==> src/rtl/fetch_stage.sv <==
// Instruction fetch stage: owns the PC, issues reads to a 1-cycle synchronous
// instruction memory and buffers returned words in a prefetch FIFO for decode.
module fetch_stage #(
    parameter int unsigned    PC_W       = 32,
    parameter int unsigned    FIFO_DEPTH = 4,
    parameter logic [PC_W-1:0] RESET_PC  = '0
) (
    input  logic            clk,
    input  logic            reset,
    output logic            imem_req,
    output logic [PC_W-1:0] imem_addr,
    input  logic [31:0]     imem_rdata,
    input  logic            branch_taken,
    input  logic [PC_W-1:0] branch_target,
    output logic            inst_valid,
    input  logic            inst_ready,
    output logic [31:0]     inst_out,
    output logic [PC_W-1:0] inst_pc
);
    localparam int unsigned PTR_W = $clog2(FIFO_DEPTH);
    localparam int unsigned CNT_W = PTR_W + 1;

    logic [PC_W-1:0]  pc;
    logic [PC_W-1:0]  inflight_pc;
    logic             inflight;
    logic [31:0]      word_mem [FIFO_DEPTH];
    logic [PC_W-1:0]  pc_mem   [FIFO_DEPTH];
    logic [PTR_W-1:0] rd_ptr;
    logic [PTR_W-1:0] wr_ptr;
    logic [CNT_W-1:0] count;
    logic [CNT_W:0]   committed;
    logic             pop;
    logic             push;
    logic             issue;
    logic             not_empty;

    always_comb begin
        not_empty  = (count != '0);
        inst_valid = not_empty & ~branch_taken;
        pop        = inst_valid & inst_ready;
        push       = inflight & ~branch_taken & ~reset;
        // Slots already spoken for: buffered words plus the response still in flight.
        committed  = {1'b0, count} + (CNT_W + 1)'(inflight) - (CNT_W + 1)'(pop);
        issue      = ~reset & ~branch_taken & (committed < (CNT_W + 1)'(FIFO_DEPTH));
        imem_req   = issue;
        imem_addr  = pc;
        inst_out   = not_empty ? word_mem[rd_ptr] : '0;
        inst_pc    = not_empty ? pc_mem[rd_ptr]   : '0;
    end

    always_ff @(posedge clk) begin
        if (push) begin
            word_mem[wr_ptr] <= imem_rdata;
            pc_mem[wr_ptr]   <= inflight_pc;
        end
    end

    always_ff @(posedge clk) begin
        if (reset) begin
            pc          <= RESET_PC;
            inflight    <= 1'b0;
            inflight_pc <= '0;
            rd_ptr      <= '0;
            wr_ptr      <= '0;
            count       <= '0;
        end else if (branch_taken) begin
            pc       <= branch_target;
            inflight <= 1'b0;
            rd_ptr   <= '0;
            wr_ptr   <= '0;
            count    <= '0;
        end else begin
            inflight <= issue;
            if (issue) begin
                pc          <= pc + PC_W'(1);
                inflight_pc <= pc;
            end
            if (push)
                wr_ptr <= wr_ptr + PTR_W'(1);
            if (pop)
                rd_ptr <= rd_ptr + PTR_W'(1);
            count <= count + CNT_W'(push) - CNT_W'(pop);
        end
    end
endmodule

==> config.mk <==
export PLATFORM = sky130hd
export DESIGN_NAME = fetch_stage
export DESIGN_NICKNAME = d
export VERILOG_FILES = /design/src/rtl/fetch_stage.sv
export SDC_FILE = /design/constraint.sdc
export NUM_CORES = 1
export LEC_CHECK = 0
export CORE_ASPECT_RATIO = 1.4
export CORE_MARGIN = 8
export CORE_UTILIZATION = 50
export DETAILED_ROUTE_END_ITERATION = 6
export PLACE_DENSITY = 0.73
export REMOVE_ABC_BUFFERS = 1
export SETUP_SLACK_MARGIN = 0.05
export SKIP_LAST_GASP = 1
export SYNTH_ARGS = -nofsm -noshare
export SYNTH_HDL_FRONTEND = slang
export SYNTH_SLANG_ARGS = --single-unit
==> constraint.sdc <==
create_clock -name clk -period 2.8 [get_ports clk]
set_clock_uncertainty 0.15 [all_clocks]
set_input_delay 0.28 -clock clk [delete_from_list [all_inputs] [get_ports clk]]
set_output_delay 0.28 -clock clk [all_outputs]
set_load 0.005 [all_outputs]
==> results.sh, run 1 <==
export IMPL_drcViolationCount=0
export IMPL_detailedPlacementHpwl_um=18500
export IMPL_port_bufs=165
export IMPL_cap_violations=0
export IMPL_core_area_um2=25900
export IMPL_post_route_cells_drive_above_1_share_pct=20.5
export IMPL_drt_pre_antenna_iters=4
export IMPL_critical_path_max_stage_delay_ps=350
export IMPL_worst_r2r_path_depth=8
export IMPL_setup_worst_path_start_class="flip-flop"
export IMPL_row_count=70
export IMPL_criticalPathCategory="reg2out"
export IMPL_floorplan_die_area_um2=31600
export IMPL_violations="negative setup slack"
export IMPL_synth_seq_cells=330
export IMPL_detail_route_antenna_nets=0
export IMPL_num_io_pins=166
export IMPL_final_core_util_pct=66.4
export IMPL_whs_ps=46.5
export IMPL_antenna_violations_before_repair=0
export IMPL_power_static_leakage_nw=6.40
export IMPL_worstPathBufferInverterCount=2
export IMPL_final_hold_viol_count=0
export IMPL_layout_area_overhead_vs_synth_pct=31.9
export IMPL_synth_async_reset_ratio_pct=0
export IMPL_pin_count_of_the_biggest_net_entering_global_routing=64
export IMPL_start_util_pct=50.4
export IMPL_final_number_of_setup_violating_endpoints=6
export IMPL_ys_warn_count=0
export IMPL_clock_latency_ps=540
export IMPL_synth_top_cells_by_count="sky130_fd_sc_hd__edfxtp_1 (256), sky130_fd_sc_hd__nor2_1 (76), sky130_fd_sc_hd__dfxtp_1 (74), sky130_fd_sc_hd__mux4_2 (64), sky130_fd_sc_hd__nor2b_1 (64)"
export IMPL_synth_ff_type="sky130_fd_sc_hd__edfxtp_1"
export IMPL_crit_family="compound AO/OA/AOI/OAI gates"
export IMPL_num_antenna_cells=0
export IMPL_synth_top_area_share_pct=58.9
export IMPL_drt_iter0_drc=397
export IMPL_timing_final_ws_setup_ps=-125
export IMPL_slew_viol_final=0
export IMPL_via_count=7720
export IMPL_synthCells=789
export IMPL_timing_critical_path_required_ps=2370
export IMPL_worst_path_max_delay_cell="sky130_fd_sc_hd__or3_1"
export IMPL_synthDistinctLibCells=44
export IMPL_setup_repair_after_global_routing_missed_its_margin="true"
export IMPL_cts_root_buffer="sky130_fd_sc_hd__clkbuf_16"
export IMPL_worst_pin_slew_ps=585
export IMPL_grt_first_pass_wirelength_um=44800
export IMPL_synthMostInstantiatedCell="sky130_fd_sc_hd__edfxtp_1"
export IMPL_dpl_instance_area_um2=15600
export IMPL_routed_wl_um=30000
export IMPL_slew_limit_headroom_pct=60.0
export IMPL_die_height_um=207
export IMPL_dp_slack_ps=-625
export IMPL_finalCriticalPeriod_ps=2930
export IMPL_postCtsHoldBufs=0
export IMPL_grt_use_total_pct=17.8
export IMPL_worstPathCellList="nor2_2 -> or3_1 -> ha_1 -> a31o_1 -> a211o_1 -> buf_6 -> a21oi_4 -> buf_2"
export IMPL_status="finished with violations"
export IMPL_wl_per_cell_um=21.8
export IMPL_hp_class="in2reg"
export IMPL_cts_inserted_buffers=31
export IMPL_chipWidth_um=153
export IMPL_seq_area_frac_synth_pct=70.2
export IMPL_vdd_ir_drop_worst_v=0.000414
export IMPL_number_of_gates_on_the_worst_path_with_buffers_counted=8
export IMPL_netlist_area_um2=13100
export IMPL_synth_area_leaders="sky130_fd_sc_hd__edfxtp_1 (59%), sky130_fd_sc_hd__dfxtp_1 (11%), sky130_fd_sc_hd__mux4_2 (11%), sky130_fd_sc_hd__nor2b_1 (3.1%), sky130_fd_sc_hd__mux2i_1 (2.5%)"
export IMPL_synth_avg_cell_area_um2=16.5
export IMPL_first_global_vias=7983
export IMPL_htreeDepth=1
export IMPL_fin_nets=1104
export IMPL_worst_hold_path_cell_count=3
export IMPL_synth_enable_flop_cells=256
export IMPL_cts_root_to_sink_buffers=3
export IMPL_cellPowerDensity_nw_per_um2=586
export IMPL_tritoncts_num_sinks=330
export IMPL_overall_overflow_remaining_after_global_route=0
export IMPL_tritoncts="built"
export IMPL_clk_pin_slew_ps=60
export IMPL_layout_worst_path_cycle_share_pct=104
export IMPL_routed_via_density=5.61
export IMPL_worst_setup_path_end_kind="primary output"
export IMPL_crit_path_max_fanout=6
export IMPL_synth_largest_area_cell="sky130_fd_sc_hd__edfxtp_1"
export IMPL_clock_fmax_ghz=0.342
export IMPL_gp_routability_congestion=0.842
export IMPL_arrival_ps=2500
export IMPL_stdcell_area_um2=17200
## worst reg2reg max path, stage by stage (launching register included)
cell and delay (ps):
sky130_fd_sc_hd__dfxtp_2 330, sky130_fd_sc_hd__nor2_2 50, sky130_fd_sc_hd__or3_1 350, sky130_fd_sc_hd__ha_1 280, sky130_fd_sc_hd__a31o_1 210, sky130_fd_sc_hd__a211o_1 300, sky130_fd_sc_hd__a2111o_1 500, sky130_fd_sc_hd__or3_1 380
sky130_fd_sc_hd__a311oi_1 250
## per-layer routing
metal  vias up  track usage, %  part of all wire, %
met3        51            2.88                  5.0
met5         -               0                    0
met1      3894            21.3                   40
met2       225            32.5                   52
li1       3550               -                    -
met4         0            5.48                  2.7
## stage by stage
| step | std cells | setup TNS, ps | total power (W) |
|---|---|---|---|
| final | 1375 | -385 | 0.0101 |
| after global routing | 1375 | -2300 | 0.0104 |
| after CTS | 1364 | -2150 | 0.0102 |
| after detailed placement | 1291 | -26450 | 0.00602 |
| after global placement | 1291 | -23690 | 0.00601 |
| after floorplan | 745 | -173350 | 0.00569 |
## placed cells by master (no fill, tap or decap), types with 4 or more instances in the layout
| cell | synthesis | final |
|---|---|---|
| sky130_fd_sc_hd__xor2_1 | 6 | 6 |
| sky130_fd_sc_hd__a211oi_1 | 19 | 16 |
| sky130_fd_sc_hd__nor2b_1 | 64 | 63 |
| sky130_fd_sc_hd__edfxtp_1 | 256 | 256 |
| sky130_fd_sc_hd__clkinv_2 | 0 | 7 |
| sky130_fd_sc_hd__o21ai_0 | 8 | 7 |
| sky130_fd_sc_hd__a311oi_1 | 12 | 12 |
| sky130_fd_sc_hd__or4_1 | 5 | 5 |
| sky130_fd_sc_hd__dfxtp_1 | 74 | 70 |
| sky130_fd_sc_hd__clkbuf_1 | 34 | 7 |
| sky130_fd_sc_hd__clkdlybuf4s50_1 | 0 | 99 |
| sky130_fd_sc_hd__inv_1 | 9 | 9 |
| sky130_fd_sc_hd__nand3_1 | 9 | 9 |
| sky130_fd_sc_hd__buf_12 | 0 | 18 |
| sky130_fd_sc_hd__or3_1 | 8 | 8 |
| sky130_fd_sc_hd__buf_6 | 1 | 6 |
| sky130_fd_sc_hd__clkbuf_8 | 0 | 5 |
| sky130_fd_sc_hd__and3_4 | 0 | 4 |
| sky130_fd_sc_hd__nand2_1 | 14 | 14 |
| sky130_fd_sc_hd__nand4_1 | 12 | 12 |
| sky130_fd_sc_hd__nor2_1 | 76 | 75 |
| sky130_fd_sc_hd__dlygate4sd2_1 | 0 | 29 |
| sky130_fd_sc_hd__o31ai_1 | 5 | 5 |
| sky130_fd_sc_hd__xnor2_1 | 19 | 19 |
| sky130_fd_sc_hd__buf_16 | 0 | 4 |
| sky130_fd_sc_hd__mux4_2 | 64 | 64 |
| sky130_fd_sc_hd__clkbuf_16 | 0 | 36 |
| sky130_fd_sc_hd__buf_4 | 0 | 47 |
| sky130_fd_sc_hd__ha_1 | 8 | 8 |
| sky130_fd_sc_hd__dlymetal6s2s_1 | 0 | 35 |
| sky130_fd_sc_hd__a21oi_1 | 10 | 9 |
| sky130_fd_sc_hd__mux2i_1 | 33 | 33 |
## layout make-up
type / count / area (um2)
clock buffer: 43 / 871
clock inverter: 14 / 149
multi-input combinational: 405 / 3750
fill: 1836 / 8710
inverter: 10 / 37.5
timing repair buffer: 249 / 2820
tap: 324 / 405
sequential: 330 / 9180
## flip-flops by register name (all words and copies together) (netlist names), named ones only
register	cells
pc_mem	128
word_mem	128
imem_addr	32
inflight_pc	32
count	3
rd_ptr	2
wr_ptr	2
inflight	1
## logic make-up (layout without fill, tap and decap cells)
group	Yosys count	after routing	synth area share (%)
buffers and inverters	54	316	1.64
muxes	97	97	13.6
and+or+nand+nor	203	203	8.02
xor gates and xnor gates	25	25	1.68
adders and majority gates	9	9	0.920
DFF	330	330	70.2
AOI/OAI and AO/OA	71	71	3.93
## power breakdown
part | leakage, nW | switching (W) | internal, W
Combinational | 2.93 | 0.000234 | 0.000307
Sequential | 2.96 | 0.0000762 | 0.00533
Clock | 0.504 | 0.00170 | 0.00244
Total | 6.40 | 0.00201 | 0.00808
## timing repair
action | 4_1_cts | 5_1_grt
gates resized for setup | 53 | 50
pin swaps | 10 | 8
cloned | 6 | 6
endpoints found under the hold margin | 0 | 0
setup buffers | 10 | 5
endpoints found under the setup margin | 97 | 95
## path summary, 6_finish.rpt
kind / from / endpoint / slack (ps)
worst min-delay path: reset / count[0]$_SDFF_PP0_ / 50
worst max register to register: count[1]$_SDFF_PP0_ / imem_addr[29]$_SDFFE_PP0P_ / -90
worst max-delay path: count[1]$_SDFF_PP0_ / imem_req / -130
worst min register to register: inflight_pc[13]$_SDFFE_PP0P_ / pc_mem[1][13]$_DFFE_PP_ / 350
Power figures use the tool's default switching activity.
==> inputs of run 2 (changes only) <==
==> config.mk (replaced) <==
export PLATFORM = sky130hd
export DESIGN_NAME = fetch_stage
export DESIGN_NICKNAME = d
export VERILOG_FILES = /design/src/rtl/fetch_stage.sv
export SDC_FILE = /design/constraint.sdc
export NUM_CORES = 1
export LEC_CHECK = 0
export CAP_MARGIN = 20
export CORE_ASPECT_RATIO = 1.4
export CORE_MARGIN = 8
export CORE_UTILIZATION = 30
export DETAILED_ROUTE_END_ITERATION = 6
export PLACE_DENSITY = 0.47
export REMOVE_ABC_BUFFERS = 1
export SETUP_SLACK_MARGIN = 0.05
export SYNTH_ARGS = -nofsm -noshare
export SYNTH_HDL_FRONTEND = slang
export SYNTH_SLANG_ARGS = --single-unit
==> run 2 against run 1 <==
Effect of this change:
- via count fell by 1.0%
- clock-buffer cell count is 2 lower
- cell count rose by 18%
- maximum frequency grew 0.84%
- register-to-register slack hardly changed
- clock power up 14%
- sequential share of layout area fell by 1.7 points
- largest cell class unchanged
- design area grew 3.4%
- first-iteration DRC count rose by 2.5%
- the flow still finishes with violations (negative setup slack)
- worst hold slack better by 48 ps
- setup slack better by 24 ps
- highest routed layer is now met5
==> results.sh, run 2 (synthesis results as in run 1) <==
export IMPL_setup_repair_after_global_routing_missed_its_margin="true"
export IMPL_num_antenna_cells=0
export IMPL_criticalPathCategory="reg2reg"
export IMPL_grt_use_total_pct=13.4
export IMPL_arrival_ps=3180
export IMPL_cts_root_to_sink_buffers=3
export IMPL_final_cell_count_no_fill=1627
export IMPL_first_global_vias=8142
export IMPL_row_count=90
export IMPL_largestRegisters="pc_mem (128), word_mem (128)"
export IMPL_pin_count_of_the_biggest_net_entering_global_routing=41
export IMPL_drcViolationCount=0
export IMPL_wl_per_cell_um=21.0
export IMPL_slew_limit_headroom_pct=69.5
export IMPL_slew_viol_final=0
export IMPL_dp_slack_ps=-663
export IMPL_timing_final_ws_setup_ps=-101
export IMPL_clock_fmax_ghz=0.345
export IMPL_worst_r2r_setup_slack_ps=-100
export IMPL_postCtsHoldBufs=0
export IMPL_post_route_cells_drive_above_1_share_pct=23.9
export IMPL_worst_pin_slew_ps=458
export IMPL_htreeDepth=2
export IMPL_mostFrequentLayoutCell="sky130_fd_sc_hd__edfxtp_1"
export IMPL_vdd_ir_drop_worst_v=0.000332
export IMPL_status="finished with violations"
export IMPL_mostFrequentLayoutCells="sky130_fd_sc_hd__edfxtp_1 (256), sky130_fd_sc_hd__clkdlybuf4s50_1 (100), sky130_fd_sc_hd__nor2_1 (74)"
export IMPL_core_area_um2=43000
export IMPL_tritoncts="built"
export IMPL_final_hold_viol_count=0
export IMPL_layout_area_overhead_vs_synth_pct=36.3
export IMPL_finalCriticalPeriod_ps=2900
export IMPL_cts_root_buffer="sky130_fd_sc_hd__clkbuf_16"
export IMPL_cts_inserted_buffers=35
export IMPL_routed_via_density=4.70
export IMPL_floorplan_die_area_um2=50500
export IMPL_detailedPlacementHpwl_um=21900
export IMPL_final_number_of_setup_violating_endpoints=26
export IMPL_tritoncts_num_sinks=330
export IMPL_die_height_um=263
export IMPL_antenna_violations_before_repair=1
export IMPL_drt_pre_antenna_iters=4
export IMPL_timing_critical_path_required_ps=3080
export IMPL_gp_routability_congestion=0.750
export IMPL_layout_worst_path_cycle_share_pct=104
export IMPL_overall_overflow_remaining_after_global_route=0
export IMPL_grt_first_pass_wirelength_um=51300
export IMPL_detail_route_antenna_nets=0
export IMPL_chipWidth_um=192
export IMPL_num_io_pins=166
export IMPL_number_of_cells_after_detailed_placement=1531
export IMPL_routed_wl_um=34100
export IMPL_nFillCells=4019
export IMPL_cap_violations=0
export IMPL_setup_worst_path_start_class="flip-flop"
export IMPL_cellPowerDensity_nw_per_um2=602
export IMPL_port_bufs=165
export IMPL_start_util_pct=30.3
export IMPL_via_count=7641
export IMPL_clk_pin_slew_ps=60
export IMPL_drt_iter0_drc=407
export IMPL_power_static_leakage_nw=6.13
export IMPL_violations="negative setup slack"
export IMPL_whs_ps=94.1
export IMPL_worst_setup_path_end_kind="flip-flop"
export IMPL_clock_latency_ps=520
export IMPL_stdcell_area_um2=17800
export IMPL_crit_path_max_fanout=6
export IMPL_fin_nets=1125
export IMPL_dpl_instance_area_um2=16000
export IMPL_hp_class="in2reg"
==> run 2: cell count changes in the layout (fill, tap and decap cells not counted), moves of 3 or more <==
| cell | delta |
|---|---|
| sky130_fd_sc_hd__a311oi_1 | -3 |
| sky130_fd_sc_hd__dlymetal6s2s_1 | -32 |
| sky130_fd_sc_hd__nor2b_4 | +4 |
| sky130_fd_sc_hd__dlygate4sd2_1 | +24 |
| sky130_fd_sc_hd__buf_4 | +14 |
| sky130_fd_sc_hd__clkdlybuf4s15_1 | +5 |
| sky130_fd_sc_hd__nor2b_1 | -4 |
| sky130_fd_sc_hd__a311oi_2 | +3 |
| sky130_fd_sc_hd__clkbuf_8 | -5 |
| sky130_fd_sc_hd__buf_12 | +9 |
| sky130_fd_sc_hd__clkinv_2 | +3 |
==> run 2: worst max-delay path: stages, from the launching register on <==
cell                       delay (ps)
sky130_fd_sc_hd__dfxtp_2          330
sky130_fd_sc_hd__nor2_2            50
sky130_fd_sc_hd__or3_4            370
sky130_fd_sc_hd__ha_4             220
sky130_fd_sc_hd__a31o_4           230
sky130_fd_sc_hd__a211o_1          280
sky130_fd_sc_hd__a2111o_1         540
sky130_fd_sc_hd__or3_4            410
sky130_fd_sc_hd__a311oi_2         230
==> run 2: final timing paths <==
path                                              startpoint                          to  cells past startpoint
worst max-delay path                     count[1]$_SDFF_PP0_  imem_addr[29]$_SDFFE_PP0P_                      8
worst min-delay path                                   reset         inflight$_SDFF_PP0_                      3
worst max register to register           count[1]$_SDFF_PP0_  imem_addr[29]$_SDFFE_PP0P_                      8
worst min register to register  inflight_pc[19]$_SDFFE_PP0P_     pc_mem[1][19]$_DFFE_PP_                      0
==> run 2: where the power goes <==
group / switching, W / internal (W) / leakage, nW
combinational: 0.000261 / 0.000319 / 2.59
clock: 0.00191 / 0.00283 / 0.581
sequential: 0.0000665 / 0.00533 / 2.96
total: 0.00223 / 0.00849 / 6.13
==> run 2: routing by layer <==
| layer | GRT usage, % | routed length [um] |
|---|---|---|
| met4 | 3.54 | 656 |
| met2 | 23.2 | 17400 |
| met1 | 16.4 | 14300 |
| met3 | 3.13 | 1790 |
| met5 | 0 | 9 |
==> run 2: metrics by stage <==
| stage | utilization, % | TNS [ps] | power, W |
|---|---|---|---|
| after floorplan | - | -173350 | 0.00569 |
| after global placement | 37.2 | -26210 | 0.00606 |
| after detailed placement | 37.2 | -26050 | 0.00607 |
| after CTS | 41.0 | -1620 | 0.0109 |
| after global routing | 41.4 | -3540 | 0.0111 |
| final | 41.4 | -777 | 0.0107 |
==> run 2: cell type report <==
class	instances	area (um2)	area share, %
clock buffer	41	920	5.17
tap	552	691	3.88
sequential	330	9180	51.6
inverter	10	37.5	0.211
clock inverter	23	256	1.44
multi-input combinational	405	3860	21.7
timing repair buffer	266	2850	16.0
==> run 2: timing repair <==
item                       4_1_cts  5_1_grt
setup endpoints to repair      108       66
pin swaps                        8       15
resized for setup               97       35
cloned                           5        2
setup buffers                   22        6
==> inputs of run 3 (changes only) <==
--- a/config.mk
+++ b/config.mk
@@ -16,3 +16,4 @@
 export SYNTH_ARGS = -nofsm -noshare
 export SYNTH_HDL_FRONTEND = slang
 export SYNTH_SLANG_ARGS = --single-unit
+export TNS_END_PERCENT = 20
==> run 3 against run 2 <==
Effect of this change:
- the run still ends with negative setup slack left
- via count shrank 0.58%
- worst hold slack gained 2.9 ps
- wire length shrank 0.57%
- global-route usage shrank 0.11 points
- first-iteration DRC count shrank 0.49%
- largest cell class unchanged
- largest power group unchanged
- sequential power is essentially flat
- combinational power shrank 2%
- total power is essentially flat
- critical path depth is the same
- critical path type unchanged
==> results.sh, run 3 (synthesis results as in run 1) <==
export IMPL_worst_path_max_delay_cell="sky130_fd_sc_hd__a2111o_1"
export IMPL_timing_final_ws_setup_ps=-94.2
export IMPL_fin_nets=1115
export IMPL_worst_setup_path_end_kind="flip-flop"
export IMPL_grt_use_total_pct=13.3
export IMPL_tritoncts="built"
export IMPL_pin_count_of_the_biggest_net_entering_global_routing=41
export IMPL_num_antenna_cells=0
export IMPL_detail_route_antenna_nets=0
export IMPL_core_area_um2=43000
export IMPL_num_io_pins=166
export IMPL_detailedPlacementHpwl_um=21900
export IMPL_postCtsHoldBufs=0
export IMPL_critical_path_max_stage_delay_ps=540
export IMPL_number_of_cells_after_detailed_placement=1531
export IMPL_post_route_cells_drive_above_1_share_pct=22.9
export IMPL_clock_latency_ps=520
export IMPL_worst_r2r_setup_slack_ps=-90
export IMPL_largestRegisters="pc_mem (128), word_mem (128)"
export IMPL_final_cell_count_no_fill=1617
export IMPL_slew_limit_headroom_pct=69.3
export IMPL_criticalPathCategory="reg2reg"
export IMPL_grt_first_pass_wirelength_um=50900
export IMPL_setup_repair_after_global_routing_missed_its_margin="true"
export IMPL_routed_wl_um=33900
export IMPL_final_hold_viol_count=0
export IMPL_cellPowerDensity_nw_per_um2=607
export IMPL_final_number_of_setup_violating_endpoints=4
export IMPL_mostFrequentLayoutCell="sky130_fd_sc_hd__edfxtp_1"
export IMPL_finalCriticalPeriod_ps=2890
export IMPL_slew_viol_final=0
export IMPL_hp_class="in2reg"
export IMPL_power_static_leakage_nw=6.16
export IMPL_layout_area_overhead_vs_synth_pct=35.2
export IMPL_overall_overflow_remaining_after_global_route=0
export IMPL_row_count=90
export IMPL_port_bufs=165
export IMPL_wl_per_cell_um=21.0
export IMPL_cts_root_buffer="sky130_fd_sc_hd__clkbuf_16"
export IMPL_gp_routability_congestion=0.750
export IMPL_whs_ps=97.1
export IMPL_start_util_pct=30.3
export IMPL_layout_worst_path_cycle_share_pct=103
export IMPL_nFillCells=4034
export IMPL_clock_fmax_ghz=0.346
export IMPL_setup_worst_path_start_class="flip-flop"
export IMPL_worst_pin_slew_ps=460
export IMPL_path_common_cell="sky130_fd_sc_hd__or3_4"
export IMPL_drt_pre_antenna_iters=4
export IMPL_dp_slack_ps=-663
export IMPL_clk_pin_slew_ps=60
export IMPL_routed_via_density=4.70
export IMPL_vdd_ir_drop_worst_v=0.000333
export IMPL_first_global_vias=8059
export IMPL_drt_iter0_drc=405
export IMPL_worstPathCellList="nor2_2 -> or3_4 -> ha_4 -> a31o_4 -> a211o_1 -> a2111o_1 -> or3_4 -> a311oi_2"
export IMPL_tritoncts_num_sinks=330
export IMPL_status="finished with violations"
export IMPL_drcViolationCount=0
export IMPL_cts_inserted_buffers=35
export IMPL_htreeDepth=2
export IMPL_chipWidth_um=192
export IMPL_timing_critical_path_required_ps=3080
export IMPL_cts_root_to_sink_buffers=3
export IMPL_crit_path_max_fanout=6
export IMPL_arrival_ps=3180
export IMPL_via_count=7597
export IMPL_cap_violations=0
export IMPL_die_height_um=263
export IMPL_violations="negative setup slack"
export IMPL_floorplan_die_area_um2=50500
export IMPL_mostFrequentLayoutCells="sky130_fd_sc_hd__edfxtp_1 (256), sky130_fd_sc_hd__clkdlybuf4s50_1 (99), sky130_fd_sc_hd__nor2_1 (74)"
export IMPL_antenna_violations_before_repair=1
[run 3: power breakdown]
part           internal, W  total (W)  switching (W)
registers          0.00533    0.00540      0.0000668
logic             0.000311   0.000568       0.000258
clock network      0.00283    0.00474        0.00191
[run 3: metrics by stage]
stage | TNS, ps | util (%) | power [W] | instance area, um2
detailed placement | -26050 | 37.2 | 0.00607 | 16000
CTS | -307 | 40.6 | 0.0109 | 17400
global route | -1060 | 41.0 | 0.0111 | 17600
global placement | -26210 | 37.2 | 0.00606 | 16000
finish | -206 | 41.0 | 0.0107 | 17600
floorplan | -173350 | - | 0.00569 | 12900
[run 3: per-layer routing]
| layer | GRT usage (%) | vias up | routed length [um] |
|---|---|---|---|
| li1 | - | 3558 | - |
| met4 | 3.31 | 2 | 559 |
| met5 | 0 | - | 9 |
| met1 | 16.3 | 3835 | 14000 |
| met3 | 3.13 | 36 | 1910 |
| met2 | 23.0 | 166 | 17500 |
[run 3: cell type report]
cell class	count	area, um2	area share (%)
Multi-Input combinational cell	405	3830	21.7
Inverter	10	37.5	0.213
Timing Repair Buffer	256	2730	15.5
Sequential cell	330	9180	52.0
Clock buffer	41	920	5.21
Clock inverter	23	256	1.45
Tap cell	552	691	3.91
[run 3: timing repair]
action | CTS | global route
gates cloned | 3 | 2
pin swaps | 7 | 12
endpoints found under the setup margin | 108 | 63
setup buffers | 13 | 5
gates resized for setup | 83 | 34
[run 3: final timing paths]
| path | endpoint | from | depth (start not counted) |
|---|---|---|---|
| max | imem_addr[29]$_SDFFE_PP0P_ | count[1]$_SDFF_PP0_ | 8 |
| min | inflight$_SDFF_PP0_ | reset | 3 |
| max reg2reg | imem_addr[29]$_SDFFE_PP0P_ | count[1]$_SDFF_PP0_ | 8 |
| min reg2reg | pc_mem[3][13]$_DFFE_PP_ | inflight_pc[13]$_SDFFE_PP0P_ | 0 |
[run 3: critical path: cells and delay by family, from the launching register on]
kind | cells | cell delay, ps
flip-flops | 1 | 330
AO/OA/AOI/OAI | 4 | 1280
adder cells (fa/ha/maj) | 1 | 220
AND/OR/NAND/NOR | 3 | 830
